==> src/rtl/vxe_txnreq_arbiter.sv <==
// rtl/vxe_txnreq_arbiter.sv - two-client memory request arbiter with packed output slot and credit limit
// Optional feature macro: VXE_TXNREQ_ARB_FIXED_PRIO_EN (client 0 always wins contention; no RR pointer)
module vxe_txnreq_arbiter #(
  parameter int MAX_OUTSTANDING = 8,
  parameter int CNT_W           = 5
) (
  input  logic        clk,
  input  logic        rst,
  input  logic        i_c0_valid,
  output logic        o_c0_ready,
  input  logic [4:0]  i_c0_txnid,
  input  logic        i_c0_rnw,
  input  logic [36:0] i_c0_addr,
  input  logic [63:0] i_c0_data,
  input  logic [7:0]  i_c0_ben,
  input  logic        i_c1_valid,
  output logic        o_c1_ready,
  input  logic [4:0]  i_c1_txnid,
  input  logic        i_c1_rnw,
  input  logic [36:0] i_c1_addr,
  input  logic [63:0] i_c1_data,
  input  logic [7:0]  i_c1_ben,
  output logic        o_req_valid,
  input  logic        i_req_ready,
  output logic [43:0] o_req_vec_txn,
  output logic [71:0] o_req_vec_dat,
  input  logic        i_rsp_done,
  output logic        o_busy
);

  typedef enum logic {ST_EMPTY = 1'b0, ST_FULL = 1'b1} state_e;

  state_e           state_q, state_d;
  logic [CNT_W-1:0] cnt_q, cnt_d;
  logic [43:0]      txn_q, txn_d;
  logic [71:0]      dat_q, dat_d;
  logic             can_accept;
  logic             grant;
  logic             win;

  // Slot can take a new request if it is free or draining this cycle, and credits remain
  assign can_accept = ((state_q == ST_EMPTY) | i_req_ready) &
                      (cnt_q < CNT_W'(MAX_OUTSTANDING));
  assign grant      = can_accept & (i_c0_valid | i_c1_valid);

`ifdef VXE_TXNREQ_ARB_FIXED_PRIO_EN
  // Winner select: client 0 has fixed priority under contention
  always_comb begin
    win = 1'b0;
    if (!i_c0_valid && i_c1_valid) win = 1'b1;
  end
`else
  logic ptr_q, ptr_d;

  // Winner select: under contention the client that did not win last time goes
  always_comb begin
    win = 1'b0;
    if (i_c0_valid && i_c1_valid) win = ~ptr_q;
    else if (i_c1_valid)          win = 1'b1;
  end

  // Pointer remembers the most recent winner
  always_comb begin
    ptr_d = ptr_q;
    if (grant) ptr_d = win;
  end

  // Pointer register; reset value 1 lets client 0 win the first contention
  always_ff @(posedge clk or posedge rst) begin
    if (rst) ptr_q <= 1'b1;
    else     ptr_q <= ptr_d;
  end
`endif

  assign o_c0_ready = grant & ~win;
  assign o_c1_ready = grant &  win;

  // Pack the winning request, tagging the txnid MSB with the client number
  always_comb begin
    txn_d = txn_q;
    dat_d = dat_q;
    if (grant) begin
      if (win) begin
        txn_d = {1'b1, i_c1_txnid, i_c1_rnw, i_c1_addr};
        dat_d = {i_c1_ben, i_c1_data};
      end else begin
        txn_d = {1'b0, i_c0_txnid, i_c0_rnw, i_c0_addr};
        dat_d = {i_c0_ben, i_c0_data};
      end
    end
  end

  // Credit counter: grant takes a credit, retirement returns one, both cancel
  always_comb begin
    cnt_d = cnt_q;
    if (grant && !i_rsp_done)
      cnt_d = cnt_q + CNT_W'(1);
    else if (!grant && i_rsp_done && (cnt_q != '0))
      cnt_d = cnt_q - CNT_W'(1);
  end

  // Slot FSM next state: reload on grant, drain on downstream handshake
  always_comb begin
    state_d = state_q;
    case (state_q)
      ST_EMPTY: if (grant) state_d = ST_FULL;
      ST_FULL:  if (!grant && i_req_ready) state_d = ST_EMPTY;
      default:  state_d = ST_EMPTY;
    endcase
  end

  // Slot FSM, payload and credit registers
  always_ff @(posedge clk or posedge rst) begin
    if (rst) begin
      state_q <= ST_EMPTY;
      txn_q   <= '0;
      dat_q   <= '0;
      cnt_q   <= '0;
    end else begin
      state_q <= state_d;
      txn_q   <= txn_d;
      dat_q   <= dat_d;
      cnt_q   <= cnt_d;
    end
  end

  // Slot FSM outputs
  always_comb begin
    o_req_valid   = (state_q == ST_FULL);
    o_req_vec_txn = txn_q;
    o_req_vec_dat = dat_q;
    o_busy        = (state_q == ST_FULL) | (cnt_q != '0);
  end

endmodule
==> config.mk <==
export PLATFORM = sky130hd
export DESIGN_NAME = vxe_txnreq_arbiter
export DESIGN_NICKNAME = d
export VERILOG_FILES = /design/src/rtl/vxe_txnreq_arbiter.sv
export SDC_FILE = /design/constraint.sdc
export NUM_CORES = 1
export LEC_CHECK = 0
export ABC_CLOCK_PERIOD_IN_PS = 4300
export CAP_MARGIN = 0
export CORE_MARGIN = 4
export CORE_UTILIZATION = 34
export DETAILED_ROUTE_END_ITERATION = 8
export PLACE_DENSITY = 0.81
export SYNTH_ARGS = -nofsm -noshare
export SYNTH_HDL_FRONTEND = slang
export SYNTH_SLANG_ARGS = --single-unit
==> constraint.sdc <==
create_clock -name clk -period 4.3 [get_ports clk]
set_input_delay 0.86 -clock clk [delete_from_list [all_inputs] [get_ports clk]]
set_output_delay 0.86 -clock clk [all_outputs]
set_load 0.05 [all_outputs]
### Word level (Yosys, flattened, before mapping)

Cells that the tools add are included.

| cells by class | value |
|---|---|
| add/subtract/negate cells | 2 |
| $mul | 0 |
| divide/modulo/power cells | 0 |
| order comparisons | 1 |
| equal/unequal tests | 0 |
| shift-type cells | 0 |
| mux-type cells | 9 |
| bitwise gates (word level) | 10 |
| reduce and logical (&&, ||, !) cells | 9 |

Operators by type and width:

| kind | number |
|---|---|
| 2-to-1 mux 72 bit | 1 |
| 2-to-1 mux 44 bit | 1 |
| 2-to-1 mux 5 bit | 2 |
| adder 5 x 1 -> 5 bit, second input constant | 1 |
| logical AND 1 bit | 5 |
| less-than comparator 5 x 4 -> 1 bit, second input constant | 1 |
| nonzero test 5 bit | 1 |
| subtractor 5 x 1 -> 5 bit, second input constant | 1 |
| AND 1 bit | 4 |
| 2-to-1 mux 1 bit | 4 |
| NOT 1 bit | 3 |
| bitwise OR 1 bit | 3 |
| zero test 1 bit | 2 |
| case mux 1 bit (2 select lines) | 1 |
| nonzero test 2 bit | 1 |

| storage, ports and cells | value |
|---|---|
| flip-flop bits (word level) | 123 |
| bits in latches | 0 |
| bits in writable memories | 0 |
| memory bits (read-only) | 0 |
| input bits | 236 |
| output and inout port bits | 120 |
| word-level logic and storage cells | 36 |
| memories | 0 |

### Depth between registers and ports, before layout

| depth | value |
|---|---|
| depth in word-level cells | 9 |
| depth in mapped cells | 8 |
| mapped depth without buffers | 8 |

### Least setup slack after synthesis

No wires, ideal clock.

| path | value |
|---|---|
| path type | input -> output |
| from | in i_req_ready |
| to | out o_c0_ready |
| arrival time | 2.442 ns |
| data required time | 3.440 ns |
| slack | 0.998 ns |
| stages on the path | 6 |
| buffers on the path | 3 |
| cell sequence | nor2b_1 -> or3_4 -> buf_6 -> buf_2 -> buf_2 -> nor2_1 |

| between the ends | value |
|---|---|
| longest elaborated chain between the ends | 4 |

Ends and longest elaborated chain:

| element | line | RTL |
|---|---|---|
| start, declared | 24 | `input logic i_req_ready,` |
| bitwise OR 1 bit | 42 | `assign can_accept = ((state_q == ST_EMPTY) \| i_req_ready) &` |
| AND 1 bit | 42 |  |
| AND 1 bit | 44 | `assign grant = can_accept & (i_c0_valid \| i_c1_valid);` |
| AND 1 bit | 75 | `assign o_c0_ready = grant & ~win;` |
| end, declared | 10 | `output logic o_c0_ready,` |

Every way passes these cells.

### Worst setup path after layout

| path | value |
|---|---|
| from | in i_c0_valid |
| to | out o_c0_ready |

| between the ends | value |
|---|---|
| longest elaborated chain between the ends | 4 |
| elaborated cells between the ends (all ways) | 6 |
| classes of those cells | mux: 1; bitwise: 4; reduce/logical: 1 |

Ends and longest elaborated chain:

| element | line | RTL |
|---|---|---|
| start, declared | 9 | `input logic i_c0_valid,` |
| logical AND 1 bit | 58 | `if (i_c0_valid && i_c1_valid) win = ~ptr_q;` |
| 2-to-1 mux 1 bit | 58 |  |
| NOT 1 bit | 75 |  |
| AND 1 bit (*) | 75 |  |

Every way passes the cells marked *; elsewhere a longest branch is shown, timed or not.

==> impl_metrics.py <==
metrics = {
    "outcome": {
        "status": "completed",
    },
    "sta": {
        "relSlewSlack_pct": 35.2,
        "rsz0062_at_grt": "false",
        "layout_setup_ws_ns": 0.536,
        "fin_skew_ns": 0.0105,
        "clock.fmax_mhz": 266,
        "min_period_over_period_pct": 87.5,
        "min_period_ns": 3.76,
        "finalHoldViolations": 0,
        "timing.setup.tns_ns": 0,
        "setup_viol": 0,
        "slew_viol_final": 0,
        "worst_pin_slew_ns": 0.973,
    },
    "global_route": {
        "grt_max_degree": 123,
        "grt_pass1_vias": 5239,
        "grt-ovfl-total": 0,
        "grt_use_total_pct": 19.1,
        "grt_pass1_wl_um": 29200,
        "antenna_found_initial": 0,
    },
    "cells_and_area": {
        "antenna_cells": 0,
        "nFillCells": 1409,
        "nets": 1140,
        "syn_to_final_growth_pct": 73.8,
        "seqCellArea_mm2": 0.00308,
        "multi_input_area_mm2": 0.00253,
        "drive_above_1_share_pct": 4.82,
        "design_area_mm2": 0.0101,
    },
    "floorplan": {
        "die_h_um": 139,
        "dieWidth_um": 139,
        "rows": 47,
        "die_area_mm2": 0.0192,
        "core_area_mm2": 0.0166,
        "start_util_pct": 34.9,
        "num_io_pins": 356,
    },
    "setup_path": {
        "ff2ff_path_depth": 8,
        "cp-start-kind": "input port",
        "reg2reg_slack_ns": 1.66,
        "worstSetupPathType": "input port to output pin",
        "cp.required_ns": 3.44,
        "endpoint": "o_c0_ready",
        "arrival_ns": 2.90,
        "worstPathMaxFanout": 20,
        "timing.rr.end": "cnt_q[2]",
        "endpoint_kind": "output pin",
        "crit-reg2reg-launch": "cnt_q[4]",
        "startpoint": "i_c0_valid",
    },
    "yosys": {
        "seq_area_frac_synth_pct": 53.0,
        "ys_types": 36,
        "syn_area_mm2": 0.00581,
        "syn_avg_cell_area_um2": 10.4,
        "ys_ff_latch": 123,
        "yosysWarnings": 0,
        "synthCells": 560,
        "synth_nets": 800,
    },
    "power": {
        "total_leakage_power_nw": 4.42,
        "p_per_area_mw_per_mm2": 798,
        "vdd_drop_max_mv": 0.438,
    },
    "hold_path": {
        "hold_path.class": "register to register",
    },
    "cts": {
        "cts_setup_buffers": 0,
        "clk_pin_slew_ns": 0.05,
        "holdBufCountCts": 0,
        "numCtsBuffers": 17,
        "cts.sinks": 123,
        "cts_tree": "built",
        "htree_levels": 4,
        "cts_resized": 0,
        "clockBufferDepth": 2,
        "insertion_delay_ns": 0.41,
        "cts_root_buf": "clkbuf_16",
    },
    "drt": {
        "dr.first_iter.drc_count": 203,
        "ant_nets": 0,
        "vias": 5250,
        "vias_per_cell": 4.63,
        "route.detailed.drc": 0,
        "wl_per_cell_um": 16.8,
        "wl_um": 19000,
        "dr.pass1.iters": 5,
    },
    "place": {
        "gp_congestion": 0.839,
        "hpwlAfterDp_um": 14600,
        "port_buffers": 355,
        "pre_cts_ws_ns": 0.522,
        "place_area_mm2": 0.00952,
    },
    "flow_run": {
        "cap_violations": 0,
    },
}
==> cell usage after synthesis <==
cell | count | share of area (%)
dfrtp_1 | 122 | 53
nand2_1 | 119 | 7.7
mux2i_1 | 115 | 20
o21ai_0 | 115 | 9.9
buf_2 | 25 | 2.2
clkbuf_1 | 12 | 0.78
nand3_1 | 7 | 0.60
a21oi_1 | 5 | 0.43
inv_1 | 4 | 0.26
ha_1 | 3 | 0.65
nor2_1 | 3 | 0.19
a21o_1 | 2 | 0.26
a31oi_1 | 2 | 0.22
buf_6 | 2 | 0.39
or2_2 | 2 | 0.22
xnor2_1 | 2 | 0.30
a21boi_0 | 1 | 0.13
a22oi_1 | 1 | 0.13
a32oi_1 | 1 | 0.15
and2_1 | 1 | 0.11
and3_1 | 1 | 0.11
clkinv_1 | 1 | 0.065
dfstp_2 | 1 | 0.45
fa_1 | 1 | 0.34
nand3b_1 | 1 | 0.13
nor2b_1 | 1 | 0.11
nor3_2 | 1 | 0.17
o211ai_1 | 1 | 0.13
o21bai_1 | 1 | 0.13
o2bb2ai_2 | 1 | 0.26
o31ai_1 | 1 | 0.13
o31ai_4 | 1 | 0.37
or2_4 | 1 | 0.15
or3_4 | 1 | 0.19
or4_1 | 1 | 0.13
or4b_2 | 1 | 0.17
==> critical path: stages <==
cell             delay, ns
clkdlybuf4s50_1       0.52
nor2_1                0.10
or3_4                 0.45
nor2_1                0.15
clkdlybuf4s50_1       0.82
==> layout by cell type (no fill, tap or decap), types with 2 or more instances in the layout <==
cell type	instances
a21o_1	2
a21oi_1	5
a31oi_1	2
buf_12	2
buf_4	4
bufinv_16	2
clkbuf_1	5
clkbuf_16	17
clkbuf_8	3
clkdlybuf4s50_1	354
clkinv_2	3
clkinvlp_4	2
dfrtp_1	122
ha_1	3
inv_1	3
mux2i_1	115
nand2_1	119
nand3_1	7
nor2_1	3
o21ai_0	115
or2_2	2
xnor2_1	2
==> power by group <==
group	switching, W	internal, W	total [W]
Combinational	0.00306	0.00157	0.00463
Sequential	0.000306	0.00173	0.00204
Clock	0.000490	0.000896	0.00139
==> per-layer routing <==
| layer | up-vias | wire length (um) | share of wire, % | global-route usage [%] |
|---|---|---|---|---|
| met1 | 2407 | 7600 | 40 | 22.7 |
| met2 | 207 | 9670 | 51 | 33.1 |
| li1 | 2614 | - | - | - |
| met4 | 0 | 280 | 1.5 | 5.36 |
| met3 | 22 | 1440 | 7.6 | 6.69 |
| met5 | - | 0 | 0 | 0 |
==> stage by stage <==
step	utilization, %	hold slack, ns	power [W]	cells
2_1_floorplan	-	0.454	0.00506	560
3_3_place_gp	57.2	0.460	0.00663	1101
3_5_place_dp	57.2	0.470	0.00673	1101
4_1_cts	60.6	0.482	0.00815	1133
5_1_grt	60.6	0.496	0.00850	1133
6_report	60.6	0.475	0.00806	1133
==> logic make-up after synthesis <==
| kind of cell | count (synthesis) | synth area share (%) |
|---|---|---|
| compound gates | 132 | 12.2 |
| simple gates | 140 | 9.98 |
| mux | 115 | 19.8 |
| fa+ha+maj | 4 | 0.991 |
| xor+xnor | 2 | 0.302 |
| buf+inv | 44 | 3.64 |
| flops | 123 | 53.0 |
==> worst min path at each step <==
stage	to	start	slack (ns)	cells after the start
final	o_req_vec_dat[42]	o_req_vec_dat[42]	0.48	2
after global routing	o_req_vec_dat[13]	o_req_vec_dat[13]	0.50	2
after global placement	o_req_vec_dat[17]	o_req_vec_dat[17]	0.46	2
after detailed placement	o_req_vec_dat[48]	o_req_vec_dat[48]	0.47	2
after floorplan	cnt_q[4]	cnt_q[4]	0.45	1
after CTS	o_req_vec_dat[0]	o_req_vec_dat[0]	0.48	2
==> registers in the layout, indices dropped and copies added (netlist names) <==
| signal | cells |
|---|---|
| cnt_q | 5 |
| o_req_valid | 1 |
| o_req_vec_dat | 72 |
| o_req_vec_txn | 44 |
| ptr_q | 1 |
==> layout make-up <==
| cell class | count | share of cell area [%] |
|---|---|---|
| Inverter | 5 | 0.211 |
| Clock buffer | 25 | 4.81 |
| Timing Repair Buffer | 360 | 35.8 |
| Tap cell | 220 | 2.73 |
| Clock inverter | 7 | 0.893 |
| Multi-Input combinational cell | 393 | 25.0 |
| Sequential cell | 123 | 30.5 |
(Power assumes the default switching activity.)
